File: src/rtl/interpolate4_pkg.sv
// -----------------------------------------------------------------------------
// interpolate4_pkg
// Shared types and defaults for the linear x4 interpolator.
//   state_e          : controller state (IDLE waits for a sample, EMIT ramps)
//   WIDTH_DEF        : default sample width in bits (unsigned samples)
//   FACTOR_LOG2_DEF  : default log2 of the interpolation factor
//   FACTOR           : number of output steps per input sample
// -----------------------------------------------------------------------------
package interpolate4_pkg;

    localparam int WIDTH_DEF       = 8;
    localparam int FACTOR_LOG2_DEF = 2;
    localparam int FACTOR          = 1 << FACTOR_LOG2_DEF;

    typedef enum logic {
        IDLE = 1'b0,
        EMIT = 1'b1
    } state_e;

endpackage : interpolate4_pkg

File: src/rtl/interpolate4_if.sv
// -----------------------------------------------------------------------------
// interpolate4_if
// Sample-in / interpolated-out stream bundle of the x4 interpolator.
//   SampleIN    : new input sample (unsigned)
//   SampleValid : SampleIN is valid
//   SampleReady : interpolator accepts SampleIN this cycle
//   InterpOUT   : interpolated output sample
//   OutValid    : InterpOUT is valid
//   OutReady    : consumer accepts InterpOUT this cycle
// Modports: master = source/consumer side, slave = interpolator side.
// -----------------------------------------------------------------------------
interface interpolate4_if
    import interpolate4_pkg::*;
#(
    parameter int WIDTH = WIDTH_DEF
);

    logic [WIDTH-1:0] SampleIN;
    logic             SampleValid;
    logic             SampleReady;
    logic [WIDTH-1:0] InterpOUT;
    logic             OutValid;
    logic             OutReady;

    modport master (
        output SampleIN, SampleValid, OutReady,
        input  SampleReady, InterpOUT, OutValid
    );

    modport slave (
        input  SampleIN, SampleValid, OutReady,
        output SampleReady, InterpOUT, OutValid
    );

endinterface : interpolate4_if

File: src/rtl/interpolate4_interp_step.sv
// -----------------------------------------------------------------------------
// interp_step
// Combinational ramp point: prev_i + ((k_i * (next_i - prev_i)) >>> FACTOR_LOG2).
//   prev_i   : ramp start (last emitted endpoint)
//   next_i   : ramp target
//   k_i      : step index 1..FACTOR
//   result_o : interpolated sample
// The arithmetic shift rounds toward minus infinity, so a falling ramp lands
// one LSB lower than truncation would; the result never leaves [prev, next].
// -----------------------------------------------------------------------------
module interp_step #(
    parameter int WIDTH       = 8,
    parameter int FACTOR_LOG2 = 2
) (
    input  logic [WIDTH-1:0]     prev_i,
    input  logic [WIDTH-1:0]     next_i,
    input  logic [FACTOR_LOG2:0] k_i,
    output logic [WIDTH-1:0]     result_o
);

    localparam int PW = WIDTH + FACTOR_LOG2 + 2;

    logic signed [WIDTH:0]  diff;
    logic signed [PW-1:0]   diff_ext;
    logic signed [PW-1:0]   k_ext;
    logic signed [PW-1:0]   product;
    logic signed [PW-1:0]   shifted;
    logic signed [PW-1:0]   prev_ext;

    assign diff     = $signed({1'b0, next_i}) - $signed({1'b0, prev_i});
    assign diff_ext = {{(PW - WIDTH - 1){diff[WIDTH]}}, diff};
    assign k_ext    = {{(PW - FACTOR_LOG2 - 1){1'b0}}, k_i};
    assign product  = diff_ext * k_ext;
    assign shifted  = product >>> FACTOR_LOG2;
    assign prev_ext = {{(PW - WIDTH){1'b0}}, prev_i};

    // The sum is provably within [0, 2^WIDTH-1]; the upper bits are discarded.
    assign result_o = WIDTH'(prev_ext + shifted);

endmodule : interp_step

File: src/rtl/interpolate4.sv
// -----------------------------------------------------------------------------
// interpolate4
// Linear x4 interpolator: each accepted sample produces FACTOR evenly spaced
// outputs stepping from the previous endpoint to the new sample.
//   CLK  : clock, all logic on the rising edge
//   RSTn : synchronous active-low reset
//   bus  : interpolate4_if.slave stream bundle (sample in, ramp out)
// SampleReady depends combinationally on OutReady so that a new sample can be
// taken in the same cycle the last ramp step is consumed (zero-bubble stream).
// -----------------------------------------------------------------------------
module interpolate4
    import interpolate4_pkg::*;
#(
    parameter int WIDTH       = WIDTH_DEF,
    parameter int FACTOR_LOG2 = FACTOR_LOG2_DEF
) (
    input  logic           CLK,
    input  logic           RSTn,
    interpolate4_if.slave  bus
);

    localparam int              KW      = FACTOR_LOG2 + 1;
    localparam logic [KW-1:0]   K_FIRST = KW'(1);
    localparam logic [KW-1:0]   K_LAST  = KW'(1 << FACTOR_LOG2);

    state_e           state_q, state_d;
    logic [WIDTH-1:0] prev_q,  prev_d;
    logic [WIDTH-1:0] next_q,  next_d;
    logic [KW-1:0]    k_q,     k_d;

    logic             last_step;

    assign last_step       = (k_q == K_LAST);
    assign bus.OutValid    = (state_q == EMIT);
    assign bus.SampleReady = (state_q == IDLE) || (last_step && bus.OutReady);

    interp_step #(
        .WIDTH       (WIDTH),
        .FACTOR_LOG2 (FACTOR_LOG2)
    ) u_step (
        .prev_i   (prev_q),
        .next_i   (next_q),
        .k_i      (k_q),
        .result_o (bus.InterpOUT)
    );

    always_comb begin
        // NOTE: every next-state signal gets its hold value first, so no path
        // through the case leaves a variable unassigned and no latch is inferred.
        state_d = state_q;
        prev_d  = prev_q;
        next_d  = next_q;
        k_d     = k_q;

        unique case (state_q)
            IDLE: begin
                if (bus.SampleValid) begin
                    next_d  = bus.SampleIN;
                    k_d     = K_FIRST;
                    state_d = EMIT;
                end
            end
            EMIT: begin
                // Without OutReady everything holds, which keeps InterpOUT stable.
                if (bus.OutReady) begin
                    if (!last_step) begin
                        k_d = k_q + K_FIRST;
                    end else begin
                        prev_d = next_q;
                        if (bus.SampleValid) begin
                            next_d = bus.SampleIN;
                            k_d    = K_FIRST;
                        end else begin
                            state_d = IDLE;
                        end
                    end
                end
            end
            default: state_d = IDLE;
        endcase
    end

    always_ff @(posedge CLK) begin
        // NOTE: state registers use non-blocking assignments so every flop
        // samples the pre-edge values regardless of statement order.
        if (!RSTn) begin
            state_q <= IDLE;
            prev_q  <= '0;
            next_q  <= '0;
            k_q     <= K_FIRST;
        end else begin
            state_q <= state_d;
            prev_q  <= prev_d;
            next_q  <= next_d;
            k_q     <= k_d;
        end
    end

endmodule : interpolate4

File: src/flat_wrapper.sv
// flat-port wrapper written by rule: the top's interface ports become plain ports
module interpolate4_flat import interpolate4_pkg::*;
#(
    parameter int WIDTH       = WIDTH_DEF,
    parameter int FACTOR_LOG2 = FACTOR_LOG2_DEF
)
  (CLK, RSTn, bus_SampleIN, bus_SampleValid, bus_OutReady, bus_SampleReady, bus_InterpOUT, bus_OutValid);
  interpolate4_if #(.WIDTH(WIDTH)) bus_i ();
  input  logic CLK;
  input  logic RSTn;
  input wire logic [$bits(bus_i.SampleIN)-1:0] bus_SampleIN;
  input wire logic [$bits(bus_i.SampleValid)-1:0] bus_SampleValid;
  input wire logic [$bits(bus_i.OutReady)-1:0] bus_OutReady;
  output wire logic [$bits(bus_i.SampleReady)-1:0] bus_SampleReady;
  output wire logic [$bits(bus_i.InterpOUT)-1:0] bus_InterpOUT;
  output wire logic [$bits(bus_i.OutValid)-1:0] bus_OutValid;
  assign bus_i.SampleIN = bus_SampleIN;
  assign bus_i.SampleValid = bus_SampleValid;
  assign bus_i.OutReady = bus_OutReady;
  assign bus_SampleReady = bus_i.SampleReady;
  assign bus_InterpOUT = bus_i.InterpOUT;
  assign bus_OutValid = bus_i.OutValid;
  interpolate4 #(.WIDTH(WIDTH), .FACTOR_LOG2(FACTOR_LOG2)) u_core (.CLK(CLK), .RSTn(RSTn), .bus(bus_i));
endmodule
File: config.mk
export PLATFORM = sky130hd
export DESIGN_NAME = interpolate4_flat
export DESIGN_NICKNAME = d
export VERILOG_FILES = /design/src/rtl/interpolate4_pkg.sv /design/src/rtl/interpolate4_if.sv /design/src/rtl/interpolate4_interp_step.sv /design/src/rtl/interpolate4.sv /design/src/flat_wrapper.sv
export SDC_FILE = /design/constraint.sdc
export NUM_CORES = 1
export LEC_CHECK = 0
export CAP_MARGIN = 20
export CELL_PAD_IN_SITES_DETAIL_PLACEMENT = 1
export CELL_PAD_IN_SITES_GLOBAL_PLACEMENT = 1
export CORE_UTILIZATION = 33
export CTS_BUF_LIST = sky130_fd_sc_hd__clkbuf_8
export CTS_CLUSTER_SIZE = 28
export DETAILED_ROUTE_END_ITERATION = 10
export PLACE_DENSITY_LB_ADDON = 0.25
export SYNTH_ARGS = -nofsm -noshare
export SYNTH_HDL_FRONTEND = slang
export SYNTH_SLANG_ARGS = --single-unit
File: constraint.sdc
create_clock -name CLK -period 16.05 [get_ports CLK]
set_input_delay 3.21 -clock CLK [delete_from_list [all_inputs] [get_ports CLK]]
set_output_delay 3.21 -clock CLK [all_outputs]
set_load 0.005 [all_outputs]
* Word-level counts from Yosys, hierarchy flattened
Index checks and enable logic that the tools add are counted.
** Storage, ports and cells
- Input port bits :: 12
- Output and inout bits :: 10
- Logic and storage cells :: 28
- Flip-flop bits (word level) :: 20
** Cells by class
- Muxes and demuxes :: 12
- Multipliers :: 1
- Eq/ne operators :: 3
- Reduce and logical (&&, ||, !) cells :: 4
- Bitwise logic cells :: 1
- $add $sub $neg :: 3
** Operator list (count)
- $mux 8 :: 3
- $pmux 8 s2 :: 1
- $mul 9x4->10 :: 1
- $mux 3 :: 3
- $sub 8x8->9 :: 1
- $add 8x8->8 :: 1
- $pmux 3 s2 :: 1
- $ne 2x2->1 const B :: 2
- $add 3x1->3 const B :: 1
- $eq 3x3->1 const B :: 1
- $mux 1 :: 3
- $reduce_and 3->1 :: 1
- $pmux 1 s2 :: 1
- $reduce_and 2->1 :: 1
- $logic_and 1x1->1 :: 1
- $logic_or 1x1->1 :: 1
- $not 1->1 :: 1

* Longest topological paths before layout
Gate-level depths: netlist (run 1).
- Word-level depth :: 4
- Mapped depth :: 22
- Mapped depth without buffers :: 22

* Cells and area by module
Synthesis (run 1) repeated with hierarchy kept, for this count alone.
** Unflattened totals
- Cell total of the unflattened synthesis :: 271
- Area, all modules :: 2180.8 um^2
** Modules (own cells, without submodules)
- interp_step :: times used 1, cells an instance 172, area an instance 1333.8 um^2
- interpolate4 :: times used 1, cells an instance 99, area an instance 847.1 um^2

* Worst setup path before layout (run 1)
OpenSTA, ideal clock, no wires.
- Kind :: register -> output
- Start :: reg u_core.prev_q[1]
- End :: out bus_InterpOUT[7]
- Arrival time :: 4326 ps
- Setup slack :: 8514 ps
- Data required time :: 12840 ps
- Cell stages (with the launch flop) :: 23
- Buffers on the path :: 0
- Cell sequence :: dfxtp_1 > inv_1 > ha_1 > nor2b_1 > o21a_1 > nor2_1 > xnor2_1 > and2_1 > ha_1 > inv_1 > fa_1 > inv_1 > ha_1 > a21o_1 > a21oi_1 > o21bai_1 > a21oi_1 > xnor2_1 > ha_1 > or3_1 > o22ai_1 > xnor2_1 > xnor3_1
** On the way
- Word-level cells in the longest chain between the ends :: 3
** Ends and longest elaborated chain
- start, declared :: RTL line interpolate4.sv:27 : logic [WIDTH-1:0] prev_q, prev_d;
- start signal, assigned :: RTL line interpolate4.sv:93 : prev_q <= prev_d;
- $sub 8x8->9 :: RTL line interpolate4_interp_step.sv:30 : assign diff = $signed({1'b0, next_i}) - $signed({1'b0, prev_i});
- $mul 9x4->10 :: RTL line interpolate4_interp_step.sv:33 : assign product = diff_ext * k_ext;
- $add 8x8->8 (*) :: RTL line interpolate4_interp_step.sv:38 : assign result_o = WIDTH'(prev_ext + shifted);
- end, declared :: RTL line flat_wrapper.sv:15 : output wire logic [$bits(bus_i.InterpOUT)-1:0] bus_InterpOUT;
Mark *: on every way between the ends. The rest lies on a longest branch, timed or not.

* Final worst setup path (run 1)
Same ends and word-level chain as after synthesis.

==> reports/qor.yml, run 1 <==
outcome: "completed"
initial_core_util_pct: 34.1
intPower_mw: 0.100
reg2reg_to: "u_core.next_q[2]"
final_net_count: 335
finalWorstSetupSlack_ns: 7.49
clkPwrFrac_pct: 22.0
cp_slowest_cell: "fa_1"
end_kind: "output port"
cts_hold_buf: 0
clk_latency_ns: 0.25
rsz0062_at_grt: "no"
antenna_cells: 0
relSlewSlack_pct: 60.1
die_w_um: 82.8
ant_nets: 0
worstPathArrival_ns: 5.35
pin_count: 22
coreArea_sq_mm: 0.00631
min_period_ns: 8.56
critPathLaunchType: "register"
worstMarginPinSlew_ns: 0.596
fmaxAchievable_mhz: 117
combPwrFrac_pct: 41.4
p_leak_nw: 1.10
synthTopCellsByArea: "dfxtp_1 (19%), ha_1 (19%), fa_1 (8.4%), xnor2_1 (6.5%), inv_1 (5.7%)"
switching_share_pct: 31.7
hp-start: "u_core.next_q[0]"
min_period_over_period_pct: 53.4
grt_usage_pct: 14.3
vias: 1722
dpl_worst_slack_ns: 7.71
yosysWarnings: 0
timing.rr.start: "u_core.k_q[0]"
crit_type: "reg -> out"
avgSynthCellArea_sq_um: 8.23
dr.pass1.iters: 4
whs_path_depth: 2
synthesis.nets: 315
synth_edf_count: 0
tns_ns: 0
ys_ff_latch: 20
synth_top_area_share_pct: 18.6
die_area_sq_mm: 0.00686
fin_util_pct: 39.3
drt_iter0_markers: 18
path_clk_slew_ns: 0.07
cts_tree: "done"
hold_class: "reg -> reg"
whs_endpoint: "u_core.prev_q[0]"
reg2reg_depth: 7
vias_per_cell: 4.82
powerDensity_mw_per_mm2: 59.2
rows: 29
setup_viol: 0
synth.largest_area_cell: "dfxtp_1"
p_sw_mw: 0.0465
dp_cells: 354
required_ns: 12.84
max_stage_delay_ns: 0.52
max_cap_viol_count: 0
ir_drop_v: 0.0000498
cts_inserted_buffers: 3
synth_cell_types: 34
synth_area_sq_mm: 0.00216
htreeDepth: 1
io_buffers: 21
hold_viol_final: 0
rrSetupSlack_ns: 14.07
wl_mm: 4.63
drive_above_1_share_pct: 1.43
drc_errors: 0
avgRoutedWirePerCell_um: 13.0
cp_cell_sequence: "inv_1 -> ha_1 -> nor2b_1 -> o21a_1 -> nor2_1 -> xnor2_1 -> and2_1 -> ha_1 -> inv_1 -> fa_1 -> inv_1 -> ha_1 -> a21o_1 -> a21oi_1 -> o21bai_1 -> a21oi_1 -> xnor2_1 -> ha_1 -> or3_1 -> o22ai_1 -> xnor2_1 -> xnor3_1 -> clkdlybuf4s50_1"
fin_skew_ns: 0.00196
async_flop_share_pct: 0
antenna_found_initial: 0
fin_cells: 357
synthTopCellsByCount: "inv_1 (33), ha_1 (32), nand2_1 (27)"
ys_seq_area_share_pct: 18.6
critPathMostFrequentCell: "ha_1"
synth-main-ff-cell: "dfxtp_1"
clock_sinks: 20
grt_pass1_vias: 1786
seqPwrFrac_pct: 36.6
slew_viol_final: 0
synthCells: 262
cts-root-buf: "clkbuf_8"
cp_max_fo: 5
cts.path.max_buffers: 2
grt_overflow: 0
cts_resized: 0
dieHeight_um: 82.8
power_mw: 0.147
grt_start_max_net_pins: 21
routabilityCongestion: 0.781
dp_hpwl_mm: 3.95
area_growth_pct: 15.0
post-cts-setup-buffer-count: 0
synth.most_common_cell: "inv_1"
grt_pass1_wl_mm: 8.17
## worst max-delay path: cells and delay by family (launching register included)
kind            cells  cell delay [ns]
xor+xnor            4             0.58
flops               1             0.47
fa+ha+maj           5             1.58
compound gates      6             1.04
buf+inv             4             0.62
simple gates        4             0.78
## power by group through the flow
stage	Clock, mW	Sequential, mW	Combinational (mW)
floorplan	0	0.0535	0.0421
global placement	0	0.0548	0.0607
detailed placement	0	0.0548	0.0616
CTS	0.0337	0.0537	0.0621
global route	0.0357	0.0540	0.0686
finish	0.0323	0.0537	0.0607
## flip-flops by register name, summed over array words and instances, names as in the netlist
name	count
u_core.next_q	8
u_core.prev_q	8
u_core.k_q	3
u_core.bus.OutValid	1
## cell type report
type                            count  area [sq um]
Fill cell                         803          3830
Multi-Input combinational cell    203          1610
Sequential cell                    20           400
Timing Repair Buffer               21           210
Inverter                           33           124
Tap cell                           77          96.3
Clock buffer                        3          41.3
## layout by cell type (no fill, tap or decap), types with 2 or more instances in the layout
cell,instances
clkbuf_8,3
nor2b_1,16
a21oi_1,17
nand2_1,27
fa_1,9
o21ai_0,8
a21boi_0,10
xnor2_1,16
mux2i_1,7
xor2_1,3
o21a_1,3
and2_1,13
ha_1,32
clkdlybuf4s50_1,21
nand2b_1,5
a211oi_1,2
o21bai_1,2
a21o_1,5
inv_1,33
dfxtp_1,20
nor2_1,11
nand3_1,5
## how the worst max path moves through the flow
stage	start	end	cells past startpoint
after detailed placement	u_core.prev_q[1]	bus_InterpOUT[7]	23
after CTS	u_core.prev_q[1]	bus_InterpOUT[7]	23
after global routing	u_core.prev_q[1]	bus_InterpOUT[7]	23
after global placement	u_core.prev_q[1]	bus_InterpOUT[7]	23
final	u_core.prev_q[1]	bus_InterpOUT[7]	23
after floorplan	u_core.prev_q[1]	bus_InterpOUT[7]	22
## per-stage QoR
step	hold WS (ns)	area, sq um
after floorplan	0.441	2160
after global placement	0.458	2440
after detailed placement	0.473	2440
after CTS	0.483	2480
after global routing	0.499	2480
final	0.478	2480
## layer usage
metal  share of wire (%)  track usage, %
met1                  51            19.2
met2                  48            24.7
met3                 1.1           0.596
met4                0.63            4.23
met5                   0               0
## logic make-up after synthesis
group | Yosys count | synth area share, %
fa+ha+maj | 41 | 26.9
simple gates | 83 | 19.4
compound gates | 52 | 16.2
buf+inv | 39 | 6.85
flops | 20 | 18.6
mux | 7 | 3.25
xor+xnor | 20 | 8.76
Note: power is estimated with default switching activity, not from simulation.
==> run 2, diff against run 1 <==
==> constraint.sdc (replaced) <==
create_clock -name CLK -period 8.1 [get_ports CLK]
set_input_delay 1.62 -clock CLK [delete_from_list [all_inputs] [get_ports CLK]]
set_output_delay 1.62 -clock CLK [all_outputs]
set_load 0.005 [all_outputs]
==> run 2 against run 1 <==
Count of clock-buffer cells in the layout rose by 1. First-iteration DRC count up 44%. Worst hold slack about the same. Register-to-register slack worse by 7.9 ns. Highest routed layer unchanged.
==> reports/qor.yml, run 2 (synthesized netlist as in run 1, its figures left out) <==
max_cap_viol_count: 0  # unchanged
tns_ns: 0  # unchanged
cts_resized: 0  # unchanged
use_met1_pct: 19.1  # was 19.2%
intPower_mw: 0.209  # was 0.100 mW
rsz0062_at_grt: "no"  # unchanged
die_area_sq_mm: 0.00686  # unchanged
outcome: "completed"  # unchanged
clk_latency_ns: 0.26  # was 0.25 ns
dieHeight_um: 82.8  # unchanged
min_period_over_period_pct: 86.0
reg_top3: "u_core.next_q x8, u_core.prev_q x8, u_core.k_q x3"  # unchanged
postPlaceCellArea_sq_mm: 0.00244  # unchanged
antenna_cells: 0  # unchanged
grt_start_max_net_pins: 21  # unchanged
required_ns: 6.48  # was 12.84 ns
fin_cells: 358  # was 357
worstMarginPinSlew_ns: 0.607  # was 0.596 ns
grt_pass1_vias: 1789  # was 1,786
post-cts-setup-buffer-count: 0  # unchanged
final_area_sq_mm: 0.00249  # was 0.00248 sq mm
dp_cells: 354  # unchanged
vias_per_cell: 4.81  # was 4.82
hold_class: "reg -> reg"  # unchanged
clkPwrFrac_pct: 24.9  # was 22.0%
wl_mm: 4.53  # was 4.63 mm
final_common_cell: "inv_1"  # unchanged
initial_core_util_pct: 34.1  # unchanged
powerDensity_mw_per_mm2: 121  # was 59.2 mW/mm^2
grt_pass1_wl_mm: 8.19  # was 8.17 mm
slew_viol_final: 0  # unchanged
dr.pass1.iters: 4  # unchanged
coreArea_sq_mm: 0.00631  # unchanged
p_leak_nw: 1.11  # was 1.10 nW
vias: 1722  # unchanged
clock_sinks: 20  # unchanged
fmaxAchievable_mhz: 143
path_clk_slew_ns: 0.07  # about the same
cts-root-buf: "clkbuf_8"  # unchanged
grt-busiest-layer: "met2"  # unchanged
drc_errors: 0  # unchanged
final_net_count: 335  # unchanged
htreeDepth: 1  # unchanged
min_period_ns: 6.97
area_growth_pct: 15.7  # was 15.0%
rows: 29  # unchanged
setup_viol: 0  # unchanged
dpl_worst_slack_ns: 1.36  # was 7.71 ns
pin_count: 22  # unchanged
antenna_found_initial: 0  # unchanged
critPathLaunchType: "register"  # unchanged
combPwrFrac_pct: 39.8  # was 41.4%
use_met3_pct: 0.895  # was 0.596%
fin_util_pct: 39.5  # was 39.3%
finalWorstSetupSlack_ns: 1.13  # was 7.49 ns
cts_hold_buf: 0  # unchanged
drive_above_1_share_pct: 1.78  # was 1.43%
ant_nets: 0  # unchanged
fin_skew_ns: 0.00177  # was 0.00196 ns
crit_type: "reg -> out"  # unchanged
end_kind: "output port"  # unchanged
layout_common_cells: "inv_1 (33), ha_1 (32), nand2_1 (27), clkdlybuf4s50_1 (21), dfxtp_1 (20)"  # unchanged
p_sw_mw: 0.0925  # was 0.0465 mW
cts.path.max_buffers: 2  # unchanged
cts_tree: "done"  # unchanged
die_w_um: 82.8  # unchanged
grt_overflow: 0  # unchanged
rrSetupSlack_ns: 6.13  # was 14.07 ns
worstPathArrival_ns: 5.35  # about the same
whs_path_depth: 2  # unchanged
reg2reg_depth: 8  # was 7
grt_usage_pct: 14.4  # was 14.3%
io_buffers: 21  # unchanged
hold_viol_final: 0  # unchanged
cp_max_fo: 5  # unchanged
seqPwrFrac_pct: 35.3  # was 36.6%
grt_use_met2_pct: 24.7  # unchanged
cts_inserted_buffers: 3  # unchanged
switching_share_pct: 30.7  # was 31.7%
routabilityCongestion: 0.781  # about the same
drt_iter0_markers: 26  # was 18
avgRoutedWirePerCell_um: 12.7  # was 13.0 um
relSlewSlack_pct: 59.4  # was 60.1%
dp_hpwl_mm: 3.90  # was 3.95 mm
ir_drop_v: 0.0000699  # was 0.0000498 V
run 2: worst paths after layout:
path / endpoint / startpoint
setup / recovery: bus_InterpOUT[7] / u_core.prev_q[1]
hold / removal: u_core.prev_q[0] / u_core.next_q[0]
setup reg to reg: u_core.next_q[0] / u_core.k_q[0]
hold reg to reg: u_core.prev_q[0] / u_core.next_q[0]
run 2: critical path: stages (launching register included):
cell and delay [ns]:
dfxtp_1 0.46, inv_1 0.08, ha_1 0.27, nor2b_1 0.13
o21a_1 0.18, nor2_1 0.11, xnor2_1 0.10, and2_1 0.17
ha_1 0.28, inv_1 0.05, fa_1 0.52, inv_1 0.04
ha_1 0.34, a21o_1 0.21, a21oi_1 0.22, o21bai_1 0.09
a21oi_1 0.18, xnor2_1 0.08, ha_1 0.18, or3_1 0.36
o22ai_1 0.19, xnor2_1 0.16, xnor3_1 0.24, clkdlybuf4s50_1 0.45
run 2: stage by stage:
step           power (mW)  hold WS [ns]
5_1_grt             0.326         0.497
6_report            0.301         0.478
2_1_floorplan       0.189         0.441
3_5_place_dp        0.230         0.476
3_3_place_gp        0.229         0.458
4_1_cts             0.308         0.486
run 2: power groups by stage:
stage,Combinational [mW],Clock [mW],Sequential (mW)
2_1_floorplan,0.0834,0,0.106
3_3_place_gp,0.120,0,0.109
3_5_place_dp,0.122,0,0.109
4_1_cts,0.123,0.0787,0.106
5_1_grt,0.136,0.0826,0.107
6_report,0.120,0.0749,0.106
run 2: layout make-up:
class                      count  area (sq um)
inverter                      33           124
fill                         783          3820
timing repair buffer          21           210
sequential                    20           400
multi-input combinational    203          1610
clock buffer                   4          55.1
tap                           77          96.3
run 2: metal layers:
layer  vias up  routed length (um)
met4         0                  46
met2        14                2140
met5         -                   0
li1        900                   -
met1       804                2300
met3         4                  46
